[config.mk]
export PLATFORM = sky130hd
export DESIGN_NAME = reaction_ctrl
export DESIGN_NICKNAME = d
export VERILOG_FILES = /design/src/rtl/reaction_pkg.sv /design/src/rtl/press_detect.sv /design/src/rtl/reaction_ctrl.sv
export SDC_FILE = /design/constraint.sdc
export NUM_CORES = 1
export LEC_CHECK = 0
export ABC_CLOCK_PERIOD_IN_PS = 1800
export BUFFER_PORTS_ARGS = -buffer_cell sky130_fd_sc_hd__clkbuf_2
export CORE_MARGIN = 2
export CORE_UTILIZATION = 50
export DETAILED_ROUTE_END_ITERATION = 10
export GPL_ROUTABILITY_DRIVEN = 0
export HOLD_SLACK_MARGIN = 0.05
export PLACE_DENSITY = 0.73
export SETUP_SLACK_MARGIN = 0.3
export SYNTH_ARGS = -nofsm -noshare
export SYNTH_HDL_FRONTEND = slang
export SYNTH_SLANG_ARGS = --single-unit
export TNS_END_PERCENT = 30
[constraint.sdc]
create_clock -name clk -period 1.8 [get_ports clk]
set_input_delay 0.36 -clock clk [delete_from_list [all_inputs] [get_ports clk]]
set_output_delay 0.36 -clock clk [all_outputs]
set_load 0.02 [all_outputs]
[src/rtl/reaction_pkg.sv]
// reaction_pkg: shared types and default sizes for the reaction-game controller.
//   state_t      - controller state encoding, also exported on the debug port
//   *_DEF        - default parameter values for reaction_ctrl
package reaction_pkg;

   localparam int N_LEDS_DEF  = 10;
   localparam int DELAY_W_DEF = 8;
   localparam int TIME_W_DEF  = 16;

   typedef enum logic [2:0] {
      ST_IDLE      = 3'd0,
      ST_COUNTDOWN = 3'd1,
      ST_DELAY     = 3'd2,
      ST_RUN       = 3'd3,
      ST_FAULT     = 3'd4
   } state_t;

endpackage

[src/rtl/press_detect.sv]
// press_detect: one-cycle press strobe on the falling edge of an active-low,
// already-synchronised button. The history register resets to 1 (released),
// so a button held through reset does not produce a phantom press.
//   clk, rst_n - clock, asynchronous active-low reset
//   btn_n      - button level, active low
//   press      - high for the single cycle in which btn_n is first seen low
module press_detect (
   input  logic clk,
   input  logic rst_n,
   input  logic btn_n,
   output logic press
);

   logic btn_prev;

   always_ff @(posedge clk or negedge rst_n) begin
      if (!rst_n) btn_prev <= 1'b1;
      else        btn_prev <= btn_n;
   end

   assign press = btn_prev & ~btn_n;

endmodule

[src/rtl/reaction_ctrl.sv]
// reaction_ctrl: reaction-game controller. Runs a thermometer LED countdown on
// the tick enable, holds off for a random number of ticks taken from the board
// LFSR, then counts ticks until the player presses. Early presses are flagged
// as a false start; a run that reaches the counter limit reports all-ones with
// timeout set.
//   clk, rst_n    - clock, asynchronous active-low reset
//   tick          - one-clk enable strobe from the tick divider
//   trigger_n     - player button, active low, synchronous to clk
//   rand_delay    - current LFSR value, sampled when the countdown finishes
//   lfsr_en       - lets the LFSR free-run (high only during the countdown)
//   ledr          - countdown lights, filled from bit 0 upwards
//   reaction_time - last result in ticks, held until the next result
//   result_valid  - one-clk pulse when reaction_time is written
//   false_start   - high while waiting for the acknowledging press after a fault
//   timeout       - set with a saturated result, cleared when a game starts
//   state_dbg     - current controller state (reaction_pkg::state_t encoding)
//
// Interface protocol: there is no valid/ready handshake here. tick and the
// press strobe are single-cycle events acted on in the cycle they are seen;
// result_valid is a single-cycle qualifier for reaction_time with no
// back-pressure, so a consumer must capture it in that cycle.
module reaction_ctrl
   import reaction_pkg::*;
#(
   parameter int N_LEDS  = N_LEDS_DEF,
   parameter int DELAY_W = DELAY_W_DEF,
   parameter int TIME_W  = TIME_W_DEF
) (
   input  logic               clk,
   input  logic               rst_n,
   input  logic               tick,
   input  logic               trigger_n,
   input  logic [DELAY_W-1:0] rand_delay,
   output logic               lfsr_en,
   output logic [N_LEDS-1:0]  ledr,
   output logic [TIME_W-1:0]  reaction_time,
   output logic               result_valid,
   output logic               false_start,
   output logic               timeout,
   output logic [2:0]         state_dbg
);

   localparam logic [N_LEDS-1:0] LED_ALL  = '1;
   localparam logic [TIME_W-1:0] TIME_MAX = '1;
   // The tick that would take the counter to all-ones ends the run instead.
   localparam logic [TIME_W-1:0] TIME_LAST = TIME_MAX - TIME_W'(1);

   state_t             state;
   logic               press;
   logic [DELAY_W-1:0] delay_cnt;
   logic [TIME_W-1:0]  run_cnt;

   press_detect u_press_detect (
      .clk   (clk),
      .rst_n (rst_n),
      .btn_n (trigger_n),
      .press (press)
   );

   assign state_dbg = state;

   // In every state the press branch is tested before the tick branch, so a
   // tick arriving together with a press is dropped.
   always_ff @(posedge clk or negedge rst_n) begin
      if (!rst_n) begin
         state         <= ST_IDLE;
         lfsr_en       <= 1'b0;
         ledr          <= '0;
         reaction_time <= '0;
         result_valid  <= 1'b0;
         false_start   <= 1'b0;
         timeout       <= 1'b0;
         delay_cnt     <= '0;
         run_cnt       <= '0;
      end else begin
         result_valid <= 1'b0;
         unique case (state)
            ST_IDLE: begin
               if (press) begin
                  state   <= ST_COUNTDOWN;
                  lfsr_en <= 1'b1;
                  ledr    <= '0;
                  timeout <= 1'b0;
               end
            end
            ST_COUNTDOWN: begin
               if (press) begin
                  state       <= ST_FAULT;
                  false_start <= 1'b1;
                  ledr        <= LED_ALL;
                  lfsr_en     <= 1'b0;
               end else if (tick) begin
                  // The top LED being lit means all are lit; this extra tick
                  // ends the countdown.
                  if (ledr[N_LEDS-1]) begin
                     state     <= ST_DELAY;
                     lfsr_en   <= 1'b0;
                     delay_cnt <= (rand_delay == '0) ? DELAY_W'(1) : rand_delay;
                  end else begin
                     ledr <= (ledr << 1) | N_LEDS'(1);
                  end
               end
            end
            ST_DELAY: begin
               if (press) begin
                  state       <= ST_FAULT;
                  false_start <= 1'b1;
                  lfsr_en     <= 1'b0;
               end else if (tick) begin
                  // Leaving on the tick that would reach zero gives exactly
                  // delay_cnt ticks in this state.
                  if (delay_cnt == DELAY_W'(1)) begin
                     state   <= ST_RUN;
                     ledr    <= '0;
                     run_cnt <= '0;
                  end else begin
                     delay_cnt <= delay_cnt - DELAY_W'(1);
                  end
               end
            end
            ST_RUN: begin
               if (press) begin
                  reaction_time <= run_cnt;
                  result_valid  <= 1'b1;
                  state         <= ST_IDLE;
               end else if (tick) begin
                  if (run_cnt == TIME_LAST) begin
                     reaction_time <= TIME_MAX;
                     timeout       <= 1'b1;
                     result_valid  <= 1'b1;
                     state         <= ST_IDLE;
                  end else begin
                     run_cnt <= run_cnt + TIME_W'(1);
                  end
               end
            end
            ST_FAULT: begin
               if (press) begin
                  state       <= ST_IDLE;
                  false_start <= 1'b0;
                  ledr        <= '0;
               end
            end
            default: state <= ST_IDLE;
         endcase
      end
   end

endmodule

; Word level (Yosys, flattened, before mapping)
; Cells that the tools add are included.
[word_totals]
register_bits = 58
in_bits = 12
[op_classes]
n_addsub = 2
eq_ne = 29
mux = 53
n_bitwise = 2
n_reduce_logical = 21
[ops]
columns = operator, count
row1 = $mux W16, 9
row2 = $mux W10, 7
row3 = $mux W8, 7
row4 = $mux W3, 11
row5 = $pmux W16 S2, 1
row6 = $pmux W10 S3, 1
row7 = $ne A2 B2 Y1 const B, 14
row8 = $ne A3 B3 Y1 const B, 7
row9 = $reduce_and A7 Y1, 3
row10 = $add A16 B1 Y16 const B, 1
row11 = $eq A16 B16 Y1 const B, 1
row12 = $pmux W8 S2, 1
row13 = $pmux W3 S5, 1
row14 = $mux W1, 12
row15 = $reduce_bool A2 Y1, 6
row16 = $reduce_and A5 Y1, 2
row17 = $eq A8 B1 Y1 const B, 1
row18 = $logic_not A8 Y1, 1
row19 = $reduce_and A8 Y1, 1
row20 = $sub A8 B1 Y8 const B, 1
row21 = $eq A3 B2 Y1 const B, 2
row22 = $reduce_and A3 Y1, 2
row23 = $reduce_and A6 Y1, 1
row24 = $reduce_bool A3 Y1, 2
row25 = other kinds (9), 12

; Depth between registers and ports, before layout
[depth]
ltp_word = 6
depth_mapped = 8
ltp_nobuf = 7

; Hierarchy
; A second synthesis with hierarchy kept.
[unflattened]
cells_unflattened = 325
area_unflattened_um2 = 3040.4
[modules_own_cells]
columns = module, n_inst, cells_each, area_each_um2
row1 = reaction_ctrl, 1, 323, 3000.4
row2 = press_detect, 1, 2, 40.0

; Least setup slack after synthesis
; Ideal clock, no wire load.
[synth_path]
path_type = reg-to-reg
from = register run_cnt[0]
to = register reaction_time[0]
arrival_ns = 1.807
path_slack_ns = -0.072
path_stages_with_launch = 9
path_buffers = 1
period_less_slack_ns = 1.872
path_cell_list = dfrtp_1 inv_1 ha_1 nand4_2 nor4_4 nand3_2 nand2_4 buf_8 o22a_1
[synth_between]
elab_chain_len = 3
elab_cells_between_ends = 4
classes_between = eq/ne: 1 / mux: 1 / reduce/logical: 2
[synth_rtl]
columns = element, line
row1 = "start, declared", reaction_ctrl.sv:51  ; logic [TIME_W-1:0] run_cnt;
row2 = "start signal, assigned", reaction_ctrl.sv:133  ; run_cnt <= run_cnt + TIME_W'(1);
row3 = $eq A16 B16 Y1, reaction_ctrl.sv:127  ; if (run_cnt == TIME_LAST) begin
row4 = $reduce_bool A2 Y1 (no source line), n/a
row5 = $reduce_and A3 Y1 (no source line), n/a
row6 = "end signal, assigned", reaction_ctrl.sv:123  ; reaction_time <= run_cnt;
row7 = "end, declared", reaction_ctrl.sv:36  ; output logic [TIME_W-1:0] reaction_time,
; Parallel ways exist; a longest one is shown, timed or not.
; A chain may end at the register's enable or synchronous reset.

; Worst setup path in the final report
[layout_path]
from = register delay_cnt[1]
to = register run_cnt[14]
[layout_between]
elab_chain_len = 3
[layout_rtl]
columns = element, line
row1 = "start, declared", reaction_ctrl.sv:50  ; logic [DELAY_W-1:0] delay_cnt;
row2 = "start signal, assigned", reaction_ctrl.sv:98  ; delay_cnt <= (rand_delay == '0) ? DELAY_W'(1) : rand_delay;
row3 = "start signal, assigned", reaction_ctrl.sv:117  ; delay_cnt <= delay_cnt - DELAY_W'(1);
row4 = $eq A8 B1 Y1, reaction_ctrl.sv:112  ; if (delay_cnt == DELAY_W'(1)) begin
row5 = $ne A2 B2 Y1 (no source line), n/a
row6 = $reduce_and A7 Y1 (no source line), n/a
; No other way between the ends.

==> summary by stage <==
Synthesis
The largest family of logic cells by synthesized area is compound AO/OA/AOI/OAI gates. In this run, synthesis inferred 0 flip-flops with an integrated enable. The proportion of register bits with asynchronous set or reset after synthesis is 1.000. The top cell type by total area after synthesis is sky130_fd_sc_hd__dfrtp_1. The synthesized netlist net count is 332. The most instantiated library cell after synthesis is sky130_fd_sc_hd__dfrtp_1. The most used flip-flop cell after synthesis is sky130_fd_sc_hd__dfrtp_1. The adder-cell share of the synthesized area is 0.01638.

The parity-gate share of the synthesized area counting xor and xnor cells is 0. After synthesis, the mean cell area works out to 9.669 um^2. The yosys synthesis warning count is 0. The area share of the leading cell type in the synthesized netlist is 0.4668. The area share of and/or/nand/nor cells after synthesis is 0.1790. The area of the mapped netlist is between 3000 and 4000 um^2.

The portion of netlist area occupied by mux cells is 0.03645. In this run, synthesis produced a sequential element count of 58. The sequential cell area fraction in the yosys report is 0.4754. The count of cell types in the netlist is 57.

Ranked by instance count, the synthesized netlist is headed by 57 x sky130_fd_sc_hd__dfrtp_1, 27 x sky130_fd_sc_hd__a21oi_1, 22 x sky130_fd_sc_hd__o21ai_0. The cell count after synthesis came out at between 300 and 400. By area the synthesized netlist is led by sky130_fd_sc_hd__dfrtp_1 47%, sky130_fd_sc_hd__a21oi_1 4.4%, sky130_fd_sc_hd__o21ai_0 3.6%. The post-synthesis compound-gate area fraction is 0.2416.

Place
The total of buffers placed on input and output ports is 44. The placed instances occupy a cell area of approximately 3700 um^2. Detailed placement finished with a half-perimeter wire length of 5390 um. The number of placed instances, taps included, is 470.

Drt
In the routed layout, each cell is associated on average with a via count of roughly 6.3. The number of violations reported at the end of detailed-routing iteration 0 is about 330. In the routed design, unresolved DRC markers number 0.

The total number of vias is around 3200. After detailed routing, the total wire length is a little over 9000 um. The final antenna-violating net count is 0. Dividing the detail-routed wire length by the instance count gives 18.06 um. The first-pass detailed-route iteration total is 8.

STA
Setup repair after global routing could not meet its margin everywhere. On the final layout, the worst clock skew is 8.581 ps. The highest attainable clock frequency is roughly 560 MHz.

The hold violation count in the final report came to 0. The number of endpoints failing setup at the final stage is 0. The final critical path time including I/O delays and setup is 1783 ps. The max-slew violation count came to 0. For the pin with the worst max-slew slack, the measured transition is 573.1 ps. The ratio of final minimum period to clock period is 0.9904. Across all hold checks on the routed design, the worst slack comes to 145.9 ps. Setup total negative slack on the finished layout was measured at 0 ps. The worst pin sits at a relative slew slack of 0.6179.

Pwr
In this run the power density over the cells is 1581 nW/um^2. The largest voltage drop on the vdd net is 980.2 uV. Summed over all cells, the static leakage comes to between 1.5 and 2 nW.

Status
The run finished with clean final reports.

Finish
The area growth from synthesis to layout is 43.82%. Of the cells placed in the final design, the portion with a size suffix greater than 1 is 0.4343. The count of cells in the finished layout, fillers not included, comes to approximately 500. 0 antenna diodes ended up in the layout. The final instance area is 4394 um^2. At the end of the flow the core is filled with cells to 0.7422. The number of filler instances in the final layout is ~370.

The final-stage net count is 437.

Setup path
The endpoint identified for the worst register-to-register timing path is run_cnt[14]. The worst register-to-register path has a setup slack of about 17 ps. Measured in cells, the most critical reg-to-reg path has a length of 8. The type of element capturing the critical path is a flip-flop. The worst setup path is of the flip-flop to flip-flop kind. The startpoint identified for the worst register-to-register timing path is delay_cnt[1].

Data on the critical path is required at its endpoint by approximately 2000 ps. The launch point of the worst path is delay_cnt[1]. The worst setup path is launched from a flip-flop.

The timing endpoint of the critical path is run_cnt[14]. The arrival time of data at the critical path endpoint is roughly 2000 ps. In this run the worst path has a maximum fanout of 5.

Clocking
CTS built an H-tree with a depth of 3. Clock-pin slew was measured on the worst setup and hold paths at about 70 ps. TritonCTS created 9 clock buffers. The clock sink count is 58.

The clock latency at the later pin of the worst-skew pair is between 300 and 400 ps. The root buffer cell chosen for the clock tree is sky130_fd_sc_hd__clkbuf_8. The CTS tree is yes. The number of buffers on the longest clock path is 2.

Global route
Entering global routing, the biggest net connects 32 pins. The global-route usage over all layers is 0.2713. The via count of the first global-routing pass is between 2000 and 3000. For this run the aggregate overflow at the end of global routing stands at 0. The initial antenna violation count is 0. The first global-routing pass estimated 13790 um of wire.

Die
The floorplan step defined a die boundary enclosing roughly 6800 um^2. The I/O pin total is 45. In this run the horizontal extent of the chip is 82.17 um.

For this configuration, the core starts out at a cell density of 0.5161. After floorplanning, the core was sized to cover slightly below 6000 um^2. The overall die height is ~82 um.

The number of rows created at floorplan is 28.

Min path
The worst min-delay path category is primary input to flip-flop.

Flow run
Across the run, the number of max-cap violations was 0.
-- routing by layer --
metal,up-vias,track usage,wire [um]
met4,0,0.1150,263
met5,-,0,0
met1,1536,0.3793,3787
li1,1401,-,-
met3,37,0.04130,664
met2,181,0.4220,4333
-- critical path, cell delays in order (launching register included) --
cell	delay (ps)
sky130_fd_sc_hd__dfrtp_1	390
sky130_fd_sc_hd__inv_2	80
sky130_fd_sc_hd__ha_4	110
sky130_fd_sc_hd__nor3b_4	210
sky130_fd_sc_hd__nand3_4	170
sky130_fd_sc_hd__buf_6	170
sky130_fd_sc_hd__a211oi_4	230
sky130_fd_sc_hd__buf_6	170
sky130_fd_sc_hd__a31oi_2	100
-- sequential cells by signal (all words and copies together) (netlist names) --
| signal | flops |
|---|---|
| delay_cnt | 8 |
| false_start | 1 |
| ledr | 10 |
| lfsr_en | 1 |
| reaction_time | 16 |
| result_valid | 1 |
| run_cnt | 16 |
| state_dbg | 3 |
| timeout | 1 |
| u_press_detect.btn_prev | 1 |
-- final cells by class --
class                           count  area (um^2)  area share
Tap cell                           75        93.84     0.02136
Clock inverter                      7        116.4     0.02648
Clock buffer                        9        123.9     0.02819
Timing Repair Buffer              109        779.5      0.1774
Inverter                           16        60.06     0.01367
Multi-Input combinational cell    227         1764      0.4015
Sequential cell                    58         1456      0.3314
-- how the worst min path moves through the flow --
stage / startpoint / to / slack (ps) / depth (start not counted)
after floorplan: rst_n / delay_cnt[0] / 60 / 0
after global placement: rst_n / ledr[8] / 380 / 1
after detailed placement: rst_n / ledr[8] / 380 / 1
after CTS: trigger_n / u_press_detect.btn_prev / 140 / 1
after global routing: trigger_n / u_press_detect.btn_prev / 150 / 1
final: trigger_n / u_press_detect.btn_prev / 150 / 1
-- logic make-up after synthesis --
family / Yosys count
mux: 11
compound gates: 110
buf+inv: 34
fa+ha+maj: 4
simple gates: 99
flops: 58
-- repair_timing --
action / in CTS / in global routing
gates cloned: 3 / 0
endpoints found under the setup margin: 54 / 58
resized for setup: 41 / 27
hold buffers: 1 / 0
buffers inserted: 10 / 1
pin swaps: 17 / 24
endpoints found under the hold margin: 18 / 0
-- placed cells by master, fill, tap and decap left out, types with 4 or more instances in the layout --
| cell | netlist | layout |
|---|---|---|
| sky130_fd_sc_hd__nand2_1 | 20 | 20 |
| sky130_fd_sc_hd__nor2_1 | 21 | 19 |
| sky130_fd_sc_hd__mux2i_1 | 10 | 10 |
| sky130_fd_sc_hd__o22a_1 | 12 | 12 |
| sky130_fd_sc_hd__inv_1 | 16 | 15 |
| sky130_fd_sc_hd__o21ai_0 | 22 | 15 |
| sky130_fd_sc_hd__a31oi_1 | 14 | 11 |
| sky130_fd_sc_hd__clkbuf_8 | 0 | 9 |
| sky130_fd_sc_hd__nand2b_1 | 6 | 6 |
| sky130_fd_sc_hd__dfrtp_1 | 57 | 54 |
| sky130_fd_sc_hd__nor3_1 | 11 | 10 |
| sky130_fd_sc_hd__a21oi_1 | 27 | 24 |
| sky130_fd_sc_hd__clkbuf_2 | 0 | 43 |
| sky130_fd_sc_hd__o22a_2 | 7 | 7 |
| sky130_fd_sc_hd__buf_4 | 0 | 53 |
| sky130_fd_sc_hd__o21ai_2 | 0 | 4 |
| sky130_fd_sc_hd__buf_6 | 1 | 9 |
| sky130_fd_sc_hd__nand3_1 | 14 | 11 |
-- metrics by stage --
step	total power [mW]	setup slack, ps
floorplan	3.891	-12.72
global placement	4.845	20.67
detailed placement	4.930	-6.338
CTS	6.780	65.96
global route	7.307	-39.27
finish	6.949	17.32
-- power breakdown --
| group | leakage (nW) | internal [mW] | switching (mW) |
|---|---|---|---|
| Sequential | 0.739 | 1.77 | 0.404 |
| Combinational | 1.11 | 1.49 | 1.81 |
| Clock | 0.120 | 0.919 | 0.559 |
(Power assumes the default switching activity.)
